[src/rtl/s3_writeback_pkg.sv]
// Shared encodings for the stage-3 writeback block: opcodes, load widths,
// CSR addresses and the writeback-select code used by s3_control.
package s3_writeback_pkg;

    localparam logic [31:0] PC_RESET_DEFAULT = 32'h4000_0000;
    localparam logic [31:0] NOP_INST_DEFAULT = 32'h0000_0013;

    // inst[6:2] of the major opcodes
    localparam logic [4:0] OPC_LOAD_5   = 5'b00000;
    localparam logic [4:0] OPC_ARI_I_5  = 5'b00100;
    localparam logic [4:0] OPC_STORE_5  = 5'b01000;
    localparam logic [4:0] OPC_ARI_R_5  = 5'b01100;
    localparam logic [4:0] OPC_LUI_5    = 5'b01101;
    localparam logic [4:0] OPC_BRANCH_5 = 5'b11000;
    localparam logic [4:0] OPC_JALR_5   = 5'b11001;
    localparam logic [4:0] OPC_JAL_5    = 5'b11011;
    localparam logic [4:0] OPC_CSR_5    = 5'b11100;

    localparam logic [2:0] FNC_LB  = 3'b000;
    localparam logic [2:0] FNC_LH  = 3'b001;
    localparam logic [2:0] FNC_LW  = 3'b010;
    localparam logic [2:0] FNC_LBU = 3'b100;
    localparam logic [2:0] FNC_LHU = 3'b101;

    localparam logic [2:0] FNC_CSRRW  = 3'b001;
    localparam logic [2:0] FNC_CSRRWI = 3'b101;

    localparam logic [11:0] CSR_TOHOST  = 12'h51E;
    localparam logic [11:0] CSR_CYCLE   = 12'hC00;
    localparam logic [11:0] CSR_INSTRET = 12'hC02;

    typedef enum logic [1:0] {
        WB_SEL_LOAD = 2'd0,
        WB_SEL_ALU  = 2'd1,
        WB_SEL_PC4  = 2'd2,
        WB_SEL_CSR  = 2'd3
    } wb_sel_e;

endpackage

[src/rtl/s3_writeback_if.sv]
// s2->s3 pipeline bus plus the register-file writeback port.
interface s3_writeback_if;
    logic        valid_s2;
    logic [31:0] inst_s2;
    logic [31:0] pc_s2;
    logic [31:0] alu_s2;
    logic [31:0] rs1_s2;
    logic [4:0]  wb_addr;
    logic [31:0] wb_data;
    logic        wb_we;

    // stage 2 side: produces the pipeline results, consumes writeback for forwarding
    modport master (
        output valid_s2, inst_s2, pc_s2, alu_s2, rs1_s2,
        input  wb_addr, wb_data, wb_we
    );

    // stage 3 side
    modport slave (
        input  valid_s2, inst_s2, pc_s2, alu_s2, rs1_s2,
        output wb_addr, wb_data, wb_we
    );
endinterface

[src/rtl/s3_load_align.sv]
// Byte-lane alignment and sign/zero extension of a DMEM read word.
module s3_load_align
    import s3_writeback_pkg::*;
(
    input  logic [31:0] dmem_dout,
    input  logic [1:0]  off,
    input  logic [2:0]  funct3,
    output logic [31:0] load_data
);

    logic [15:0] half;

    // Shift right by whole bytes; zero fill makes a halfword at off=3 pick up 0 as its upper byte.
    assign half = 16'(dmem_dout >> {off, 3'b000});

    // Select width and extension from funct3; word loads ignore the offset.
    always_comb begin
        load_data = dmem_dout;
        case (funct3)
            FNC_LB:  load_data = 32'($signed(half[7:0]));
            FNC_LBU: load_data = {24'b0, half[7:0]};
            FNC_LH:  load_data = 32'($signed(half));
            FNC_LHU: load_data = {16'b0, half};
            default: load_data = dmem_dout;
        endcase
    end

endmodule

[src/rtl/s3_writeback.sv]
// Stage 3 of the RV32I core: s2/s3 pipeline register, load alignment,
// CSR file (tohost, cycle, instret) and the register writeback mux.
module s3_writeback
    import s3_writeback_pkg::*;
#(
    parameter logic [31:0] PC_RESET = PC_RESET_DEFAULT,
    parameter logic [31:0] NOP_INST = NOP_INST_DEFAULT
) (
    input  logic          clk,
    input  logic          rst,
    input  logic          stall,
    input  logic          flush,
    s3_writeback_if.slave bus,
    input  logic [31:0]   dmem_dout,
    input  logic [1:0]    wb_sel,
    input  logic          reg_we,
    output logic [31:0]   inst_s3,
    output logic [31:0]   pc_s3,
    output logic [31:0]   csr_tohost
);

    logic [31:0] alu_s3;
    logic [31:0] rs1_s3;
    logic        valid_s3;
    logic [31:0] cycle;
    logic [31:0] instret;

    logic [2:0]  funct3;
    logic [11:0] csr_addr;
    logic        csr_active;
    logic [31:0] csr_rdata;
    logic [31:0] csr_wdata;
    logic        csr_wen;
    logic [31:0] load_data;

    // Pipeline register: flush injects a bubble even when stalled, stall holds.
    always_ff @(posedge clk or posedge rst) begin
        if (rst) begin
            inst_s3  <= NOP_INST;
            pc_s3    <= PC_RESET;
            alu_s3   <= '0;
            rs1_s3   <= '0;
            valid_s3 <= 1'b0;
        end else if (flush) begin
            inst_s3  <= NOP_INST;
            pc_s3    <= PC_RESET;
            alu_s3   <= '0;
            rs1_s3   <= '0;
            valid_s3 <= 1'b0;
        end else if (!stall) begin
            inst_s3  <= bus.inst_s2;
            pc_s3    <= bus.pc_s2;
            alu_s3   <= bus.alu_s2;
            rs1_s3   <= bus.rs1_s2;
            valid_s3 <= bus.valid_s2;
        end
    end

    // Free-running cycle counter; keeps counting through stall and flush.
    always_ff @(posedge clk or posedge rst) begin
        if (rst) cycle <= '0;
        else     cycle <= cycle + 32'd1;
    end

    // Retired-instruction counter; an instruction leaving s3 counts even if s3 is flushed behind it.
    always_ff @(posedge clk or posedge rst) begin
        if (rst)                       instret <= '0;
        else if (valid_s3 && !stall)   instret <= instret + 32'd1;
    end

    // tohost write commits only when the instruction actually leaves s3.
    always_ff @(posedge clk or posedge rst) begin
        if (rst)          csr_tohost <= '0;
        else if (csr_wen) csr_tohost <= csr_wdata;
    end

    assign funct3     = inst_s3[14:12];
    assign csr_addr   = inst_s3[31:20];
    assign csr_active = valid_s3 && (inst_s3[6:2] == OPC_CSR_5);

    // CSR read port and write-data/enable decode; reads see the pre-write value.
    always_comb begin
        csr_rdata = '0;
        csr_wdata = '0;
        csr_wen   = 1'b0;
        if (csr_active) begin
            case (csr_addr)
                CSR_TOHOST:  csr_rdata = csr_tohost;
                CSR_CYCLE:   csr_rdata = cycle;
                CSR_INSTRET: csr_rdata = instret;
                default:     csr_rdata = '0;
            endcase
            case (funct3)
                FNC_CSRRW:  begin csr_wdata = rs1_s3;                   csr_wen = 1'b1; end
                FNC_CSRRWI: begin csr_wdata = {27'b0, inst_s3[19:15]};  csr_wen = 1'b1; end
                default:    begin csr_wdata = '0;                       csr_wen = 1'b0; end
            endcase
            csr_wen = csr_wen && (csr_addr == CSR_TOHOST) && !stall && !flush;
        end
    end

    s3_load_align u_load_align (
        .dmem_dout (dmem_dout),
        .off       (alu_s3[1:0]),
        .funct3    (funct3),
        .load_data (load_data)
    );

    // Writeback value select.
    always_comb begin
        bus.wb_data = alu_s3;
        case (wb_sel_e'(wb_sel))
            WB_SEL_LOAD: bus.wb_data = load_data;
            WB_SEL_ALU:  bus.wb_data = alu_s3;
            WB_SEL_PC4:  bus.wb_data = pc_s3 + 32'd4;
            WB_SEL_CSR:  bus.wb_data = csr_rdata;
            default:     bus.wb_data = alu_s3;
        endcase
    end

    assign bus.wb_addr = inst_s3[11:7];
    assign bus.wb_we   = reg_we && valid_s3 && (inst_s3[11:7] != 5'd0);

endmodule

[src/flat_wrapper.sv]
// flat-port wrapper written by rule: the top's interface ports become plain ports
module s3_writeback_flat import s3_writeback_pkg::*;
#(
    parameter logic [31:0] PC_RESET = PC_RESET_DEFAULT,
    parameter logic [31:0] NOP_INST = NOP_INST_DEFAULT
)
  (clk, rst, stall, flush, dmem_dout, wb_sel, reg_we, inst_s3, pc_s3, csr_tohost, bus_valid_s2, bus_inst_s2, bus_pc_s2, bus_alu_s2, bus_rs1_s2, bus_wb_addr, bus_wb_data, bus_wb_we);
  s3_writeback_if bus_i ();
  input  logic clk;
  input  logic rst;
  input  logic stall;
  input  logic flush;
  input  logic [31:0] dmem_dout;
  input  logic [1:0] wb_sel;
  input  logic reg_we;
  output logic [31:0] inst_s3;
  output logic [31:0] pc_s3;
  output logic [31:0] csr_tohost;
  input wire logic [$bits(bus_i.valid_s2)-1:0] bus_valid_s2;
  input wire logic [$bits(bus_i.inst_s2)-1:0] bus_inst_s2;
  input wire logic [$bits(bus_i.pc_s2)-1:0] bus_pc_s2;
  input wire logic [$bits(bus_i.alu_s2)-1:0] bus_alu_s2;
  input wire logic [$bits(bus_i.rs1_s2)-1:0] bus_rs1_s2;
  output wire logic [$bits(bus_i.wb_addr)-1:0] bus_wb_addr;
  output wire logic [$bits(bus_i.wb_data)-1:0] bus_wb_data;
  output wire logic [$bits(bus_i.wb_we)-1:0] bus_wb_we;
  assign bus_i.valid_s2 = bus_valid_s2;
  assign bus_i.inst_s2 = bus_inst_s2;
  assign bus_i.pc_s2 = bus_pc_s2;
  assign bus_i.alu_s2 = bus_alu_s2;
  assign bus_i.rs1_s2 = bus_rs1_s2;
  assign bus_wb_addr = bus_i.wb_addr;
  assign bus_wb_data = bus_i.wb_data;
  assign bus_wb_we = bus_i.wb_we;
  s3_writeback #(.PC_RESET(PC_RESET), .NOP_INST(NOP_INST)) u_core (.clk(clk), .rst(rst), .stall(stall), .flush(flush), .bus(bus_i), .dmem_dout(dmem_dout), .wb_sel(wb_sel), .reg_we(reg_we), .inst_s3(inst_s3), .pc_s3(pc_s3), .csr_tohost(csr_tohost));
endmodule
[config.mk]
export PLATFORM = sky130hd
export DESIGN_NAME = s3_writeback_flat
export DESIGN_NICKNAME = d
export VERILOG_FILES = /design/src/rtl/s3_writeback_pkg.sv /design/src/rtl/s3_writeback_if.sv /design/src/rtl/s3_load_align.sv /design/src/rtl/s3_writeback.sv /design/src/flat_wrapper.sv
export SDC_FILE = /design/constraint.sdc
export NUM_CORES = 1
export LEC_CHECK = 0
export CORE_MARGIN = 2
export CORE_UTILIZATION = 45
export CTS_CLUSTER_SIZE = 24
export DETAILED_ROUTE_END_ITERATION = 7
export PLACE_DENSITY = 0.86
export SLEW_MARGIN = 20
export SYNTH_ARGS = -nofsm -noshare
export SYNTH_HDL_FRONTEND = slang
export SYNTH_SLANG_ARGS = --single-unit
[constraint.sdc]
create_clock -name clk -period 7.1 [get_ports clk]
set_input_delay 0.71 -clock clk [delete_from_list [all_inputs] [get_ports clk]]
set_output_delay 0.71 -clock clk [all_outputs]
set_load 0.03 [all_outputs]
==> flow_summary.ini <==
[clocking]
htreeDepth = 1
postCtsSetupBuffers = 0
cts_root_buf = clkbuf_16
clock_path_buffers = 3
numCtsBuffers = 26
path_clk_slew_ns = 0.06
ctsResizeCount = 0
clk-insertion-delay-late_ns = 0.55
cts_hold_buffers = 0
cts_tree = built
cts_num_sinks = 225

[global_routing]
grt_pass1_vias = 10400
overflow = 0
grt_pass1_wl_mm = 62.6
grt_max_degree = 153
gr-usage-all-layers_pct = 28.8
antenna_found_initial = 1

[timing]
hold_violations = 0
max_freq_mhz = 193
finalCritPeriodShare_pct = 72.9
rsz0062_at_grt = no
worst_slew_pin_slew_ns = 1.06
slew_viol_final = 0
skew_ns = 0.0277
fin_crit_ns = 5.18
finalSetupTns_ns = 0
max-slew-margin-rel_pct = 29.2
setup_viol = 0

[route]
wire_per_inst_um = 22.6
via_count = 10800
wirelength_mm = 41.6
vias_per_cell = 5.87
final_antenna_net_count = 0
drtPass1Iterations = 5
first_iter_violations = 1014
drc_errors = 0

[finish]
area_delta_synth_final_pct = 33.0
mostFrequentLayoutCell = clkdlybuf4s50_1
fill_cells = 2128
layout-drive-gt1-share_pct = 7.85
layout_common_cells = clkdlybuf4s50_1, dfrtp_1, nor2_1
seqCellArea_um2 = 5640
nets = 1655
multi_input_area_um2 = 6020

[setup_path]
path_class = input port to output pin
arrival_ns = 4.47
cp_max_fo = 30
cp-start-kind = input port
critPathCaptureType = output pin
worstPathRequired_ns = 6.39

[die]
start_util_pct = 46.1
io_pins = 302
die_area_um2 = 28200
dieWidth_um = 168
core_um2 = 26200
die_h_um = 168
rows = 59

[yosys]
synth_cell_types = 72
syn_nets = 1396
synth_top_area_share_pct = 45.8
post_synth.cell_area_avg_um2 = 9.87
synthArstFlopShare_pct = 100
ys.flop_type = dfrtp_1
synthCells = 1225
synth_seq_cells = 225
yosysWarnings = 0
synth-edff-count = 0
synth_area_um2 = 12100
synthTopCellsByArea = dfrtp_1, mux2i_1, nor2_1
yosysTopAreaCell = dfrtp_1
yosysSeqAreaShare_pct = 46.6

[placement]
portBuffers = 301
gp_congestion = 0.942
dp.final_hpwl_mm = 31.1

[pwr]
ir_drop_mv = 0.184
power_per_cell_area_nw_per_um2 = 201
power_uw = 3240
leakagePower_uw = 0.00692

[worst_hold_path]
hp-class = flip-flop to flip-flop

[run]
maxCapViolations = 0

[status]
outcome = complete, no violations
[critical path: stages]
cell	delay (ns)
clkdlybuf4s50_1	0.91
inv_1	0.62
nor2_1	0.92
o21ai_0	0.25
a31oi_1	0.32
clkdlybuf4s50_1	0.72
[sequential cells by signal (all words and copies together) (netlist names)]
signal	flops
u_core.pc_s3	32
u_core.instret	32
u_core.csr_tohost	32
u_core.valid_s3	1
u_core.cycle	32
u_core.rs1_s3	32
u_core.alu_s3	32
u_core.inst_s3	32
[where the power goes]
part | internal, uW | switching, uW | leakage (uW)
Clock | 735 | 560 | 0.000413
Sequential | 1340 | 69.7 | 0.00302
Combinational | 245 | 293 | 0.00349
Total | 2320 | 923 | 0.00692
[synthesized netlist by cell type (14+ instances only)]
cell type and n:
a21oi_1 42, a22o_1 16, a22oi_1 16, and4_1 14, buf_2 21, clkbuf_1 38
dfrtp_1 221, mux2_2 33, mux2i_1 137, nand2_1 130, nand3_1 32, nand4_1 21
nor2_1 149, o21ai_0 66, xnor2_1 57
[final timing paths]
check | depth (start not counted) | slack [ns] | to | from
setup reg to reg | 4 | 4.09 | u_core.csr_tohost[22] | u_core.inst_s3[20]
hold / removal | 1 | 0.47 | u_core.cycle[31] | u_core.cycle[31]
max in group asynchronous | 3 | 4.89 | u_core.cycle[9] | rst
setup / recovery | 6 | 1.92 | bus_wb_data[20] | wb_sel[1]
hold reg to reg | 1 | 0.47 | u_core.cycle[31] | u_core.cycle[31]
min in group asynchronous | 2 | 0.69 | u_core.csr_tohost[12] | rst
[final cells by class]
| class | count | area share (%) |
|---|---|---|
| diodes | 1 | 0.0156 |
| clock buffers | 35 | 4.57 |
| flip-flops and latches | 225 | 35.0 |
| well taps | 335 | 2.61 |
| multi-input cells | 905 | 37.5 |
| clock inverters | 13 | 0.661 |
| repair buffers | 312 | 19.2 |
| inverters | 14 | 0.405 |
[metrics by stage]
step | cell area [um2] | std cells | setup slack [ns] | utilization (%) | hold WS [ns]
CTS | 16100 | 1839 | 2.02 | 61.3 | 0.474
detailed placement | 15200 | 1791 | 2.03 | 58.1 | 0.464
finish | 16100 | 1840 | 1.92 | 61.4 | 0.475
floorplan | 12100 | 1225 | 0.234 | - | 0.438
global route | 16100 | 1840 | 1.78 | 61.4 | 0.483
global placement | 15200 | 1791 | 2.12 | 58.1 | 0.459
[cell families after synthesis]
family	Yosys count	synth area share, %
adder cells (fa/ha/maj)	3	0.311
AO/OA/AOI/OAI	230	12.6
XOR/XNOR	70	5.07
multiplexers	171	14.6
AND/OR/NAND/NOR	431	17.3
flip-flops	225	46.6
buffers and inverters	95	3.55
[per-layer routing]
metal	track usage, %	up-vias	wire length [um]
li1	-	4880	-
met1	39.3	5197	16800
met2	44.2	632	18600
met3	7.31	91	4380
met4	11.3	0	1800
met5	0	-	0
Power figures use the tool's default switching activity.
